`config.mk`:
```
export PLATFORM = sky130hd
export DESIGN_NAME = mult_hilo_unit
export DESIGN_NICKNAME = d
export VERILOG_FILES = /design/src/rtl/mips_alu_pkg.sv /design/src/rtl/mult_shift_add_core.sv /design/src/rtl/mult_hilo_unit.sv
export SDC_FILE = /design/constraint.sdc
export NUM_CORES = 1
export LEC_CHECK = 0
export ABC_CLOCK_PERIOD_IN_PS = 6190
export CAP_MARGIN = 20
export CORE_MARGIN = 10
export CORE_UTILIZATION = 25
export CTS_BUF_LIST = sky130_fd_sc_hd__clkbuf_4 sky130_fd_sc_hd__clkbuf_8 sky130_fd_sc_hd__clkbuf_16
export DETAILED_ROUTE_END_ITERATION = 6
export HOLD_SLACK_MARGIN = 0.02
export SLEW_MARGIN = 20
export SYNTH_ARGS = -nofsm -noshare
export SYNTH_HDL_FRONTEND = slang
export SYNTH_SLANG_ARGS = --single-unit
export TNS_END_PERCENT = 20
```
`constraint.sdc`:
```
create_clock -name clk -period 6.19 [get_ports clk]
set_input_delay 0.619 -clock clk [delete_from_list [all_inputs] [get_ports clk]]
set_output_delay 0.619 -clock clk [all_outputs]
set_load 0.02 [all_outputs]
```
`src/rtl/mips_alu_pkg.sv`:
```
// rtl/mips_alu_pkg.sv - alu_control codes, multiply FSM states and op-class helpers
package mips_alu_pkg;

  localparam logic [5:0] ALU_MULT  = 6'b011000;
  localparam logic [5:0] ALU_MULTU = 6'b011001;
  localparam logic [5:0] ALU_MADD  = 6'b011100;
  localparam logic [5:0] ALU_MADDU = 6'b011101;
  localparam logic [5:0] ALU_MFHI  = 6'b010000;
  localparam logic [5:0] ALU_MFLO  = 6'b010010;

  typedef enum logic [1:0] {
    IDLE   = 2'd0,
    RUN    = 2'd1,
    FINISH = 2'd2
  } mult_state_e;

  function automatic logic is_mult_op(input logic [5:0] code);
    return (code == ALU_MULT) || (code == ALU_MULTU) ||
           (code == ALU_MADD) || (code == ALU_MADDU);
  endfunction

  function automatic logic is_signed_op(input logic [5:0] code);
    return (code == ALU_MULT) || (code == ALU_MADD);
  endfunction

  function automatic logic is_acc_op(input logic [5:0] code);
    return (code == ALU_MADD) || (code == ALU_MADDU);
  endfunction

  function automatic logic is_mf_op(input logic [5:0] code);
    return (code == ALU_MFHI) || (code == ALU_MFLO);
  endfunction

endpackage

```
`src/rtl/mult_shift_add_core.sv`:
```
// rtl/mult_shift_add_core.sv - radix-2 shift-add magnitude multiplier with iteration counter
module mult_shift_add_core #(
  parameter int XLEN  = 32,
  parameter int CNT_W = $clog2(XLEN) + 1
) (
  input  logic              clk,
  input  logic              rst_n,
  input  logic              i_load,
  input  logic              i_step,
  input  logic [XLEN-1:0]   i_mcand,
  input  logic [XLEN-1:0]   i_mplier,
  output logic [2*XLEN-1:0] o_product,
  output logic              o_last,
  output logic              o_mplier_zero
);

  logic [2*XLEN-1:0] r_mcand;
  logic [2*XLEN-1:0] r_acc;
  logic [XLEN-1:0]   r_mplier;
  logic [CNT_W-1:0]  r_cnt;

  always_ff @(posedge clk or negedge rst_n) begin
    if (!rst_n) begin
      r_mcand  <= '0;
      r_acc    <= '0;
      r_mplier <= '0;
      r_cnt    <= '0;
    end else if (i_load) begin
      r_mcand  <= {{XLEN{1'b0}}, i_mcand};
      r_acc    <= '0;
      r_mplier <= i_mplier;
      r_cnt    <= CNT_W'(XLEN);
    end else if (i_step) begin
      if (r_mplier[0]) begin
        r_acc <= r_acc + r_mcand;
      end
      r_mcand  <= r_mcand << 1;
      r_mplier <= r_mplier >> 1;
      r_cnt    <= r_cnt - CNT_W'(1);
    end
  end

  assign o_product     = r_acc;
  // Asserted during the step that brings the counter to zero.
  assign o_last        = (r_cnt == CNT_W'(1));
  // Multiplier bits left after the current step are all zero.
  assign o_mplier_zero = (r_mplier[XLEN-1:1] == '0);

endmodule

```
`src/rtl/mult_hilo_unit.sv`:
```
// rtl/mult_hilo_unit.sv - multi-cycle MULT/MULTU/MADD/MADDU with HI/LO; MULT_EARLY_TERM_EN enables early exit
module mult_hilo_unit
  import mips_alu_pkg::*;
#(
  parameter int XLEN = 32
) (
  input  logic            clk,
  input  logic            rst_n,
  input  logic            start,
  input  logic [5:0]      alu_control,
  input  logic [XLEN-1:0] rs_val,
  input  logic [XLEN-1:0] rt_val,
  output logic            busy,
  output logic            stall,
  output logic            done,
  output logic [XLEN-1:0] hi,
  output logic [XLEN-1:0] lo,
  output logic [XLEN-1:0] mf_result
);

  localparam int CNT_W = $clog2(XLEN) + 1;
`ifdef MULT_EARLY_TERM_EN
  localparam logic EARLY_TERM = 1'b1;
`else
  localparam logic EARLY_TERM = 1'b0;
`endif

  mult_state_e       r_state, w_next;
  logic [XLEN-1:0]   r_hi, r_lo;
  logic [5:0]        r_op;
  logic              r_neg, r_done;
  logic              w_signed, w_accept, w_load, w_step, w_write;
  logic              w_last, w_mplier_zero;
  logic [XLEN-1:0]   w_a_mag, w_b_mag;
  logic [2*XLEN-1:0] w_product, w_prod_fixed, w_hilo_next;

  assign w_signed = is_signed_op(alu_control);
  // -2^(XLEN-1) negates to itself, which read as unsigned is the right magnitude.
  assign w_a_mag  = (w_signed && rs_val[XLEN-1]) ? -rs_val : rs_val;
  assign w_b_mag  = (w_signed && rt_val[XLEN-1]) ? -rt_val : rt_val;
  assign w_accept = start && is_mult_op(alu_control) && (r_state == IDLE);

  mult_shift_add_core #(.XLEN(XLEN), .CNT_W(CNT_W)) u_core (
    .clk          (clk),
    .rst_n        (rst_n),
    .i_load       (w_load),
    .i_step       (w_step),
    .i_mcand      (w_a_mag),
    .i_mplier     (w_b_mag),
    .o_product    (w_product),
    .o_last       (w_last),
    .o_mplier_zero(w_mplier_zero)
  );

  always_ff @(posedge clk or negedge rst_n) begin
    if (!rst_n) r_state <= IDLE;
    else        r_state <= w_next;
  end

  always_comb begin
    w_next = r_state;
    case (r_state)
      IDLE:    if (w_accept) w_next = (EARLY_TERM && (w_b_mag == '0)) ? FINISH : RUN;
      RUN:     if (w_last || (EARLY_TERM && w_mplier_zero)) w_next = FINISH;
      FINISH:  w_next = IDLE;
      default: w_next = IDLE;
    endcase
  end

  always_comb begin
    busy    = (r_state != IDLE);
    w_load  = w_accept;
    w_step  = (r_state == RUN);
    w_write = (r_state == FINISH);
  end

  assign w_prod_fixed = r_neg ? -w_product : w_product;
  assign w_hilo_next  = is_acc_op(r_op) ? ({r_hi, r_lo} + w_prod_fixed) : w_prod_fixed;

  always_ff @(posedge clk or negedge rst_n) begin
    if (!rst_n) begin
      r_hi   <= '0;
      r_lo   <= '0;
      r_op   <= '0;
      r_neg  <= 1'b0;
      r_done <= 1'b0;
    end else begin
      r_done <= w_write;
      if (w_load) begin
        r_op  <= alu_control;
        r_neg <= w_signed && (rs_val[XLEN-1] ^ rt_val[XLEN-1]);
      end
      if (w_write) {r_hi, r_lo} <= w_hilo_next;
    end
  end

  assign done  = r_done;
  assign hi    = r_hi;
  assign lo    = r_lo;
  assign stall = busy && start && (is_mult_op(alu_control) || is_mf_op(alu_control));

  always_comb begin
    mf_result = '0;
    if (alu_control == ALU_MFHI)      mf_result = r_hi;
    else if (alu_control == ALU_MFLO) mf_result = r_lo;
  end

endmodule

```
After elaboration in Yosys (flattened, before gate mapping)
Index checks and enable logic that the tools add are counted.

cells by class
  add/sub/neg operators = 6
  equal/unequal tests = 13
  multiplexer cells = 18
  bitwise logic cells = 1
  reduce and logical (&&, ||, !) cells = 20

operator list
  cell                                                  number
  2-to-1 mux 64 bit                                     7
  2-to-1 mux 32 bit                                     6
  adder 64 bit                                          2
  negator 32 bit                                        2
  negator 64 bit                                        1
  equality test 6 x 5 -> 1 bit (second input constant)  8
  2-to-1 mux 6 bit                                      2
  logical AND 1 bit                                     7
  logical OR 1 bit                                      7
  equality test 6 x 1 -> 1 bit (second input constant)  1
  nonzero test 2 bit                                    3
  subtractor 6 x 1 -> 6 bit (second input constant)     1
  2-to-1 mux 2 bit                                      2
  case mux 2 bit (2 select lines)                       1
  AND reduction 2 bit                                   2
  equality test 2 x 1 -> 1 bit (second input constant)  1
  equality test 2 bit (second input constant)           1
  zero test 2 bit                                       1
  != test 2 x 1 -> 1 bit (second input constant)        1
  != test 2 bit (second input constant)                 1
  XOR 1 bit                                             1

word-level totals
  bits in registers = 240
  bits of input ports = 73
  output and inout bits = 99

Longest topological paths before layout
Gate-level depths: netlist of the first run.

  depth in word-level cells = 8
  depth in mapped cells = 21
  mapped depth without buffers = 20

Modules after synthesis
Synthesis of the first run repeated with hierarchy kept, for this count alone.

unflattened totals
  cells, all modules = 2,605
  area total of the unflattened synthesis = 20,758.7 µm²

by module, submodules not included
  module               instances  cells an instance  area each (µm²)  sequential area each (µm²)
  mult_shift_add_core  1          1,223              10,649.0         4,154.0
  mult_hilo_unit       1          1,382              10,109.7         1,826.8

Least setup slack after synthesis of the first run
OpenSTA, ideal clock, no wires.

  path kind = register -> register
  start point = reg u_core.r_acc[1] (netlist: u_core.o_product[1])
  end point = reg r_hi[30] (netlist: hi[30])
  library setup time = 0.126 ns
  arrival time = 4.803 ns
  data required time = 6.064 ns
  slack = 1.261 ns
  stages on the path, launching flop included = 21
  path buffers = 1
  period minus slack after synthesis = 4.929 ns
  cell sequence = dfrtp_1 inv_1 ha_1 nor4b_1 nand4_1 or3_1 or4_4 o31ai_1 xnor2_1 ha_1 clkbuf_1 and4_1 and3_1 a32oi_1 nor4_1 o21ai_0 nand3_1 a31o_2 a311oi_1 mux2i_1 a221o_1

between the ends
  longest elaborated chain between the ends = 4

ends and longest elaborated chain
  what                    line                       source
  start, declared         mult_shift_add_core.sv:18  logic [2*XLEN-1:0] r_acc;
  start signal, assigned  mult_shift_add_core.sv:35  r_acc <= r_acc + r_mcand;
  negator 64 bit          mult_hilo_unit.sv:77       assign w_prod_fixed = r_neg ? -w_product : w_product;
  2-to-1 mux 64 bit *     mult_hilo_unit.sv:77
  adder 64 bit            mult_hilo_unit.sv:78       assign w_hilo_next = is_acc_op(r_op) ? ({r_hi, r_lo} + w_prod_fixed) : w_prod_fixed;
  2-to-1 mux 64 bit *     mult_hilo_unit.sv:78
  end signal, assigned    mult_hilo_unit.sv:93       if (w_write) {r_hi, r_lo} <= w_hilo_next;
  end, declared           mult_hilo_unit.sv:29       logic [XLEN-1:0] r_hi, r_lo;

Mark *: on every way between the ends. The rest lies on a longest branch, timed or not.
A chain may end at the register's enable or synchronous reset.

Final worst setup path of the first run
  start point = reg u_core.r_acc[18] (netlist: u_core.o_product[18])
  end point = reg r_hi[31] (netlist: hi[31])

The elaborated chain is that of the path after synthesis.

==> results of run 1 <==
-- state kept, by name (all words and copies together), names as in the netlist --
signal,count
u_core.o_product,64
u_core.r_mcand,64
hi,32
lo,32
u_core.r_mplier,32
u_core.r_cnt,6
r_op,5
r_state,2
done,1
r_neg,1
-- stage by stage --
step           hold WS, ns  power [W]  cell area (µm²)
6_report            0.0541    0.00695            24300
5_1_grt              0.115    0.00746            24300
4_1_cts             0.0833    0.00695            24300
3_5_place_dp         0.457    0.00510            23200
3_3_place_gp         0.449    0.00510            23200
2_1_floorplan        0.323    0.00428            20600
-- per-layer routing --
metal | wire, µm | share of wire (%) | up-vias | global-route usage, %
li1 | - | - | 9864 | -
met1 | 33400 | 47 | 9428 | 20.5
met2 | 29900 | 42 | 621 | 21.7
met3 | 4860 | 6.9 | 95 | 2.79
met4 | 2320 | 3.3 | 10 | 4.85
met5 | 64 | 0.091 | - | 0
-- worst reg2reg max path, delay by kind of cell, from the launching register on --
family	cells	cell delay, ns
and+or+nand+nor	8	2.64
AOI/OAI and AO/OA	7	1.81
xor gates and xnor gates	1	0.34
DFF	1	0.44
adders and majority gates	1	0.39
-- power groups by stage --
stage	clock (W)	sequential, W	combinational (W)
6_report	0.00180	0.00221	0.00294
2_1_floorplan	0	0.00204	0.00224
3_5_place_dp	0	0.00222	0.00288
4_1_cts	0.00186	0.00219	0.00290
5_1_grt	0.00192	0.00224	0.00330
3_3_place_gp	0	0.00222	0.00289
-- kinds of logic after synthesis --
kind of cell / Yosys count / share of synthesized area (%)
AND/OR/NAND/NOR: 1017 / 22.2
AO/OA/AOI/OAI: 825 / 24.0
flip-flops: 239 / 29.1
XOR/XNOR: 229 / 9.78
buffers and inverters: 202 / 3.89
adder cells (fa/ha/maj): 147 / 9.01
multiplexers: 42 / 2.04
-- placed cells by master (no fill, tap or decap), types with 17 or more instances in the layout --
cell	instances
clkbuf_16	31
nand4_1	40
o21ai_0	260
or3_1	23
nor3_1	42
a21o_1	53
dfrtp_1	238
o31ai_1	39
o21bai_1	24
nand3_1	94
xor2_1	81
a21oi_1	234
a31oi_1	91
xnor2_1	147
a211oi_1	19
nand2b_1	20
nand2_1	423
clkdlybuf4s50_1	169
nor4_1	17
inv_1	56
mux2i_1	42
nor2_1	256
ha_1	145
-- area by class of cell --
cell class                 count  area (µm²)
sequential                   239        5980
multi-input combinational   2260       13800
tap                         1070        1340
clock buffer                  44         898
timing repair buffer         189        1870
clock inverter                12         116
fill                        8748       57600
antenna                        5        12.5
inverter                      57         214
-- final timing paths --
kind	to	slack, ns
setup / recovery	hi[31]$_DFFE_PN0P_	0.45
hold / removal	u_core.r_mplier[8]$_DFFE_PN0P_	0.05
setup reg to reg	hi[31]$_DFFE_PN0P_	0.45
hold reg to reg	r_op[3]$_DFFE_PN0P_	0.47
max in group asynchronous	hi[7]$_DFFE_PN0P_	4.95
min in group clk	r_op[3]$_DFFE_PN0P_	0.47
==> results by group, run 1 <==
Clock network
  – TritonCTS clock tree: built
  – H-tree Lvls: 1
  – Clk Latency, worst-skew pair: 0.60 ns
  – Clock sink count: 239
  – Cts hold-fix bufs: 0
  – CTS Buffer Depth: 3
  – CTS clk-pin slew, worst paths: 0.06 ns
  – CTS Buf Count: 31
  – CTS Root Cell: clkbuf_16
  – Post-CTS resize count: 0
  – Setup repair bufs after CTS: 0

Detailed routing
  – Via count: 20,000
  – Routed wire length: slightly above 70 mm
  – Via density: approximately 5.2
  – DR iter-0 viols: 1,779
  – Pre-antenna DRT Iters: 5
  – Routed len/inst: around 18 µm
  – Antenna-violating nets left: 0
  – DRC viols: 0

Power and ir drop
  – Logic pwr share: approximately 42%
  – Clk pwr share: 25.9%
  – Sequential power share: 31.8%
  – Net Sw Frac: between 40 and 50%
  – Power per cell area: about 290 nW/µm²
  – LEAKAGE: 10.1 nW
  – Int Power: between 0.004 and 0.005 W
  – P_sw: 0.00294 W
  – Max IR drop VDD: 0.208 mV

Critical path
  – Most frequent CP cell: a21oi_1
  – Levels on crit path: 17
  – Critical path origin: u_core.o_product[18]$_DFFE_PN0P_
  – CP top delay family: simple AND/OR/NAND/NOR gates
  – Data required, critical path: between 6 and 7 ns
  – Crit Path Class: flip-flop to flip-flop
  – Setup crit start kind: flip-flop
  – CP endpoint kind: flip-flop
  – Worst r2r path cells: 17
  – CP cell instances: or4_1 > nor3_1 > nand3_1 > nor2_1 > nand4_1 > nor4_1 > a21oi_1 > xor2_1 > ha_1 > a21o_1 > a21oi_1 > a21oi_1 > a2111oi_0 > nor2_1 > a221o_1 > a31oi_1 > or3b_1
  – Arrival @ worst endpoint: between 6 and 7 ns
  – Worst path bufs/invs: 0
  – Critical path's largest stage delay: ~0.64 ns
  – Critical Path Slowest Stage Cell: a2111oi_0
  – Worst-path fanout max: 8
  – RR Startpoint: u_core.o_product[18]$_DFFE_PN0P_

Timing
  – Count of final hold-check violations: 0
  – Setup violations, final: 0
  – Setup ws final: 0.445 ns
  – TNS Setup: 0 ns
  – Worst-Margin Slew: ~1.1 ns
  – Final Slew Violations: 0
  – Period utilisation layout: a little over 90%
  – RSZ-0062 raised after global routing: false
  – Tmin final: 5.74 ns
  – Top achievable clock speed: 0.174 GHz
  – Relative slew margins: between 20% and 30%
  – Layout Skew: 0.0323 ns

Run status
  – Status: complete, no violations

Synthesis
  – Yosys warns: 0
  – Average cell area after synthesis: 7.62 µm²
  – Most used DFF post-synth: dfrtp_1
  – Post-synth top area share: 29.1%
  – Sequential area share after synthesis: 29.1%
  – Mapped cell area: 20,600 µm²
  – Synth top cells by count: 424 x nand2_1, 260 x o21ai_0, 257 x nor2_1, 239 x dfrtp_1, 234 x a21oi_1
  – Number of flops mapped to enable cells by yosys: 0
  – Most frequent cell after synthesis: nand2_1
  – Post-Syn Instances: 2,701
  – Mapped Nets: 2,921
  – Yosys top cell by area: dfrtp_1
  – Async SR Flop Fraction: 100%
  – #FFs+latches synth: between 200 and 250
  – Synth area leaders: dfrtp_1 29%, ha_1 8.8%, nand2_1 7.7%
  – Yosys cell types: 76

Die
  – FP Rows: 105
  – Die Width: 307 µm
  – Top Ports: ~170
  – Initial core utilization: 25.1%
  – Height of the die: 307 µm
  – Core ar.: 81,800 µm²
  – Total die area: around 94,000 µm²

Global route
  – GRT overflow: 0
  – Initial antenna violation count: 11
  – Global-route wire length before repair: roughly 110 mm
  – Largest net degree at the start of global routing: between 100 and 150
  – Total GRT Usage: roughly 15%
  – Vias in the first global route: about 19,000

Finish
  – Layout Cells excl Fill: 3,876
  – Layout Nets: 2,998
  – Ratio of cells with drive above 1 in the final layout: under 10%
  – Fin util: 29.7%
  – Area growth from synthesis to final layout: 18.0%

Run
  – Max Cap Violations: 0

Placed design
  – Routability Congestion: ~0.97
  – Placed Cells: 3,815
  – Setup Slack @ Placement: 0.559 ns
  – Detailed Place HPWL: 54.8 mm
  – Port bufs: 171

Min path
  – Worst hold path class: primary input to async pin
Note: power is estimated with default switching activity, not from simulation.
==> run 2, diff against run 1 <==
--- a/config.mk
+++ b/config.mk
@@ -12,6 +12,7 @@
 export CTS_BUF_LIST = sky130_fd_sc_hd__clkbuf_4 sky130_fd_sc_hd__clkbuf_8 sky130_fd_sc_hd__clkbuf_16
 export DETAILED_ROUTE_END_ITERATION = 6
 export HOLD_SLACK_MARGIN = 0.02
+export REMOVE_ABC_BUFFERS = 1
 export SLEW_MARGIN = 20
 export SYNTH_ARGS = -nofsm -noshare
 export SYNTH_HDL_FRONTEND = slang
==> results by group, run 2 (synthesized netlist as in run 1, its figures left out) <==
Timing
  – Top achievable clock speed: 0.181 GHz (+4.1%)
  – Layout Skew: 0.0381 ns (+0.00586 ns)
  – Count of final hold-check violations: 0 (unchanged)
  – Worst-Margin Slew: 1.09 ns (+0.0401 ns)
  – Relative slew margins: 27.1% (-2.7 points)
  – Tmin final: 5.52 ns (-0.228 ns)
  – Final Slew Violations: 0 (unchanged)
  – Min Hold Slack: 0.109 ns (+0.0548 ns)
  – RSZ-0062 raised after global routing: false
  – Period utilisation layout: 89.1% (-3.7 points)
  – Setup ws final: 0.674 ns (+0.228 ns)
  – Setup violations, final: 0 (unchanged)

Die
  – Top Ports: 172 (unchanged)
  – Core ar.: 81,800 µm² (unchanged)
  – Height of the die: 307 µm (unchanged)
  – Total die area: 94,200 µm² (unchanged)
  – Initial core utilization: 25.1% (unchanged)
  – Die Width: 307 µm (unchanged)
  – FP Rows: 105 (unchanged)

Clock network
  – Post-CTS resize count: 0 (unchanged)
  – H-tree Lvls: 2 (+1)
  – TritonCTS clock tree: built
  – Setup repair bufs after CTS: 0 (unchanged)
  – Clock sink count: 239 (unchanged)
  – CTS clk-pin slew, worst paths: 0.06 ns (about the same)
  – Clk Latency, worst-skew pair: 0.55 ns (-0.05 ns)
  – CTS Buffer Depth: 3 (unchanged)
  – Cts hold-fix bufs: 0 (unchanged)
  – CTS Root Cell: clkbuf_16
  – CTS Buf Count: 34 (+9.7%)

Placed design
  – Port bufs: 171 (unchanged)
  – Setup Slack @ Placement: 0.728 ns (+0.170 ns)
  – Placed inst area: 23,200 µm² (unchanged)
  – Detailed Place HPWL: 55.4 mm (+1.0%)
  – Routability Congestion: 0.935 (-3.6%)

Critical path
  – Setup crit start kind: flip-flop
  – Data required, critical path: 6.61 ns (-0.05 ns)
  – Worst-path fanout max: 7 (-1)
  – Arrival @ worst endpoint: 5.94 ns (-0.27 ns)
  – CP endpoint kind: flip-flop
  – Crit Path Class: flip-flop to flip-flop

Power and ir drop
  – Max IR drop VDD: 0.170 mV (-18%)
  – Power per cell area: 296 nW/µm² (+3.4%)
  – LEAKAGE: 10.2 nW (+0.67%)

Detailed routing
  – DRC viols: 0 (unchanged)
  – Via density: 5.16 (about the same)
  – Pre-antenna DRT Iters: 6 (+1)
  – Via count: 20,000 (-0.17%)
  – Routed len/inst: 18.6 µm (+2.3%)
  – DR iter-0 viols: 1,432 (-20%)
  – Antenna-violating nets left: 0 (unchanged)
  – Routed wire length: 72.1 mm (+2.2%)

Finish
  – Ratio of cells with drive above 1 in the final layout: 4.32% (+0.068 points)
  – Fin util: 29.8% (+0.17 points)
  – Most frequent cells in the layout: 423 x nand2_1, 260 x o21ai_0, 256 x nor2_1
  – Layout Nets: 3,001 (+0.10%)
  – Area growth from synthesis to final layout: 18.6%
  – Final instance area: 24,400 µm² (+0.56%)
  – Number of inserted diodes: 0 (-5)
  – Commonest non-fill, non-tap cell in the layout: nand2_1
  – Fill cells: 8,787 (+0.45%)

Global route
  – Largest net degree at the start of global routing: 152 (+3.4%)
  – Initial antenna violation count: 5 (-6)
  – Vias in the first global route: 19,300 (+2.9%)
  – GRT overflow: 0 (unchanged)
  – Total GRT Usage: 14.9% (+0.44 points)
  – Global-route wire length before repair: 113 mm (+2.4%)

Run status
  – Status: complete, no violations

Run
  – Max Cap Violations: 0 (unchanged)

Min path
  – Worst hold path class: primary input to async pin
[run 2: cell count changes in the layout (fill, tap and decap cells not counted)]
cell	previous run	this run
clkinv_2	8	2
clkinvlp_4	1	0
inv_6	1	2
diode_2	5	0
clkinv_4	0	1
clkbuf_4	9	10
clkbuf_16	31	35
bufinv_16	2	4
[run 2: critical path: stages (launching register included)]
cell      delay, ns
dfrtp_1        0.42
inv_1          0.14
ha_1           0.21
nor4b_1        0.25
buf_4          0.18
nand4_1        0.08
buf_4          0.17
nand2b_1       0.22
or2_2          0.38
o21ai_0        0.21
xnor2_1        0.19
ha_1           0.36
a21o_1         0.22
a21o_1         0.19
a21oi_1        0.13
o21ai_0        0.15
a221oi_1       0.58
nand2_1        0.25
a21o_1         0.25
a221o_1        0.34
a31oi_1        0.15
or3b_1         0.35
[run 2: metal layers]
layer	track usage (%)	wire length [µm]	share of wire [%]	up-vias
met2	23.2	31500	44	556
met1	20.1	33100	46	9484
met4	5.55	2660	3.7	8
met3	3.10	4800	6.7	110
met5	0	55	0.076	-
li1	-	-	-	9826
[run 2: metrics by stage]
step	TNS [ns]	power [W]	instances
finish	0	0.00723	3873
global route	0	0.00774	3873
CTS	0	0.00723	3873
detailed placement	0	0.00512	3815
global placement	0	0.00511	3815
floorplan	-54.91	0.00426	2556
[run 2: final timing paths]
kind                                            startpoint                              end  slack, ns  cells after the start
max                        u_core.o_product[1]$_DFFE_PN0P_               hi[31]$_DFFE_PN0P_       0.67                     21
min                                                  rst_n  u_core.r_mplier[27]$_DFFE_PN0P_       0.11                      1
max reg2reg                u_core.o_product[1]$_DFFE_PN0P_               hi[31]$_DFFE_PN0P_       0.67                     21
min reg2reg                            r_op[3]$_DFFE_PN0P_              r_op[3]$_DFFE_PN0P_       0.47                      1
max in group asynchronous                            rst_n                r_neg$_DFFE_PN0P_       4.71                      2
min in group clk                       r_op[3]$_DFFE_PN0P_              r_op[3]$_DFFE_PN0P_       0.47                      1
[run 2: layout make-up]
cell class,instances,area (µm²),share of cell area (%)
repair buffers,189,1870,7.67
flip-flops and latches,239,5980,24.5
well taps,1070,1340,5.48
clock inverters,9,156,0.641
inverters,57,214,0.876
clock buffers,49,1010,4.12
multi-input cells,2260,13800,56.7
[run 2: power breakdown]
| part | leakage, nW | internal, W | switching [W] |
|---|---|---|---|
| registers | 3.10 | 0.00176 | 0.000433 |
| logic | 6.48 | 0.00116 | 0.00180 |
| clock network | 0.584 | 0.00130 | 0.000765 |
| total | 10.2 | 0.00422 | 0.00300 |
==> run 3, diff against run 2 <==
--- a/config.mk
+++ b/config.mk
@@ -11,6 +11,7 @@
 export CORE_UTILIZATION = 25
 export CTS_BUF_LIST = sky130_fd_sc_hd__clkbuf_4 sky130_fd_sc_hd__clkbuf_8 sky130_fd_sc_hd__clkbuf_16
 export DETAILED_ROUTE_END_ITERATION = 6
+export GPL_TIMING_DRIVEN = 0
 export HOLD_SLACK_MARGIN = 0.02
 export REMOVE_ABC_BUFFERS = 1
 export SLEW_MARGIN = 20
==> results by group, run 3 (synthesized netlist as in run 1, its figures left out) <==
Run status
  – Status: complete, no violations

Global route
  – Vias in the first global route: 18,700 (-3.4%)
  – Initial antenna violation count: 6 (+1)
  – Total GRT Usage: 14.2% (-0.74 points)
  – Largest net degree at the start of global routing: 91 (-40%)
  – Global-route wire length before repair: 109 mm (-4.3%)
  – GRT overflow: 0 (unchanged)

Detailed routing
  – Via count: 19,800 (-0.79%)
  – Antenna-violating nets left: 0 (unchanged)
  – Via density: 5.12 (-0.84%)
  – Routed len/inst: 17.9 µm (-3.7%)
  – Routed wire length: 69.4 mm (-3.7%)
  – Pre-antenna DRT Iters: 5 (-1)
  – DRC viols: 0 (unchanged)
  – DR iter-0 viols: 1,439 (+0.49%)

Timing
  – Tmin final: 5.79 ns (+0.278 ns)
  – Relative slew margins: 36.2% (+9.1 points)
  – Final Slew Violations: 0 (unchanged)
  – Layout Skew: 0.0225 ns (-0.0156 ns)
  – RSZ-0062 raised after global routing: false
  – Top achievable clock speed: 0.173 GHz (-4.8%)
  – Worst-Margin Slew: 0.948 ns (-0.144 ns)
  – Setup violations, final: 0 (unchanged)
  – Count of final hold-check violations: 0 (unchanged)
  – Period utilisation layout: 93.6% (+4.5 points)

Critical path
  – RR Startpoint: u_core.o_product[0]$_DFFE_PN0P_
  – Arrival @ worst endpoint: 6.28 ns (+0.34 ns)
  – Worst-path fanout max: 9 (+2)
  – CP cell instances: inv_1 > ha_1 > nor4b_2 > nand4_1 > or3_1 > or4_4 > o31ai_1 > xnor2_1 > ha_1 > and4_1 > and3_1 > a32oi_1 > nor4_1 > o21ai_0 > nand3_1 > a31o_2 > a311oi_1 > mux2i_1 > a221o_1
  – Critical R2R Capture: hi[30]$_DFFE_PN0P_
  – Worst r2r path cells: 19 (-9.5%)
  – Critical Path Slowest Stage Cell: dfrtp_1
  – CP endpoint kind: flip-flop
  – Data required, critical path: 6.68 ns (+0.07 ns)
  – Setup crit start kind: flip-flop
  – Critical path's largest stage delay: 0.48 ns (-0.10 ns)
  – Setup slack, reg-to-reg: 0.40 ns (-0.28 ns)
  – Most frequent CP cell: ha_1
  – Crit Path Class: flip-flop to flip-flop

Die
  – Height of the die: 307 µm (unchanged)
  – Top Ports: 172 (unchanged)
  – FP Rows: 105 (unchanged)
  – Initial core utilization: 25.1% (unchanged)
  – Total die area: 94,200 µm² (unchanged)
  – Die Width: 307 µm (unchanged)
  – Core ar.: 81,800 µm² (unchanged)

Finish
  – Layout Cells excl Fill: 3,875 (+0.052%)
  – Area growth from synthesis to final layout: 19.7%
  – Most frequent cells in the layout: 423 x nand2_1, 260 x o21ai_0, 256 x nor2_1
  – Number of inserted diodes: 0 (unchanged)
  – Final instance area: 24,600 µm² (+0.94%)
  – Ratio of cells with drive above 1 in the final layout: 4.49% (+0.18 points)
  – Layout Nets: 3,002 (+0.033%)
  – Commonest non-fill, non-tap cell in the layout: nand2_1

Clock network
  – Setup repair bufs after CTS: 0 (unchanged)
  – Clock sink count: 239 (unchanged)
  – Clk Latency, worst-skew pair: 0.60 ns (+0.05 ns)
  – CTS clk-pin slew, worst paths: 0.06 ns (about the same)
  – Post-CTS resize count: 0 (unchanged)
  – Cts hold-fix bufs: 0 (unchanged)
  – TritonCTS clock tree: built
  – CTS Buf Count: 30 (-12%)
  – CTS Root Cell: clkbuf_16
  – CTS Buffer Depth: 3 (unchanged)
  – H-tree Lvls: 1 (-1)

Run
  – Max Cap Violations: 0 (unchanged)

Placed design
  – Detailed Place HPWL: 54.5 mm (-1.7%)
  – Port bufs: 171 (unchanged)
  – Routability Congestion: 0.907 (-3.0%)
  – Placed Cells: 3,820 (+0.13%)
  – Placed inst area: 23,500 µm² (+1.2%)

Power and ir drop
  – LEAKAGE: 10.3 nW (+1.0%)
  – Max IR drop VDD: 0.197 mV (+16%)
  – Final Power: 0.00713 W (-1.3%)
  – Power per cell area: 289 nW/µm² (-2.2%)

Min path
  – Worst hold path class: primary input to async pin
## run 3: through the flow
step / TNS (ns) / utilization, % / hold WS (ns) / worst slack [ns]
global placement: -2200.62 / 28.2 / 0.450 / -6.70
global route: 0 / 30.1 / 0.0603 / 0.00986
finish: 0 / 30.1 / 0.0143 / 0.396
floorplan: -54.91 / - / 0.323 / -1.48
detailed placement: 0 / 28.8 / 0.453 / 0.177
CTS: 0 / 30.1 / 0.0275 / 0.145
## run 3: report_power, final
group	switching, W	internal, W
Combinational	0.00181	0.00116
Sequential	0.000452	0.00176
Clock	0.000731	0.00122
Total	0.00299	0.00414
## run 3: cell type report
type | count | area, µm²
Clock buffer | 45 | 912
Clock inverter | 10 | 180
Fill cell | 8788 | 57200
Inverter | 57 | 214
Multi-Input combinational cell | 2260 | 13900
Sequential cell | 239 | 5980
Tap cell | 1070 | 1340
Timing Repair Buffer | 194 | 2150
## run 3: worst max-delay path by stage
| stage | start | end | cells after the start |
|---|---|---|---|
| after floorplan | r_state[1]$_DFFE_PN0P_ | u_core.o_product[62]$_DFFE_PN0P_ | 4 |
| after global placement | rst_n | hi[14]$_DFFE_PN0P_ | 1 |
| after detailed placement | u_core.o_product[0]$_DFFE_PN0P_ | hi[28]$_DFFE_PN0P_ | 18 |
| after CTS | u_core.o_product[0]$_DFFE_PN0P_ | hi[28]$_DFFE_PN0P_ | 18 |
| after global routing | u_core.o_product[18]$_DFFE_PN0P_ | hi[31]$_DFFE_PN0P_ | 18 |
| final | u_core.o_product[0]$_DFFE_PN0P_ | hi[30]$_DFFE_PN0P_ | 19 |
## run 3: routing by layer
layer / global-route usage, % / routed length (µm) / vias to the layer above
li1: - / - / 9863
met1: 19.7 / 32400 / 9331
met2: 22.1 / 30200 / 539
met3: 2.38 / 4420 / 85
met4: 4.55 / 2360 / 8
met5: 0 / 66 / -
## run 3: critical path, delay by kind of cell, from the launching register on
family,cells,cell delay (ns)
and+or+nand+nor,8,2.38
adders and majority gates,2,0.60
xor gates and xnor gates,1,0.29
AOI/OAI and AO/OA,6,1.69
muxes,1,0.12
DFF,1,0.48
buffers and inverters,1,0.14
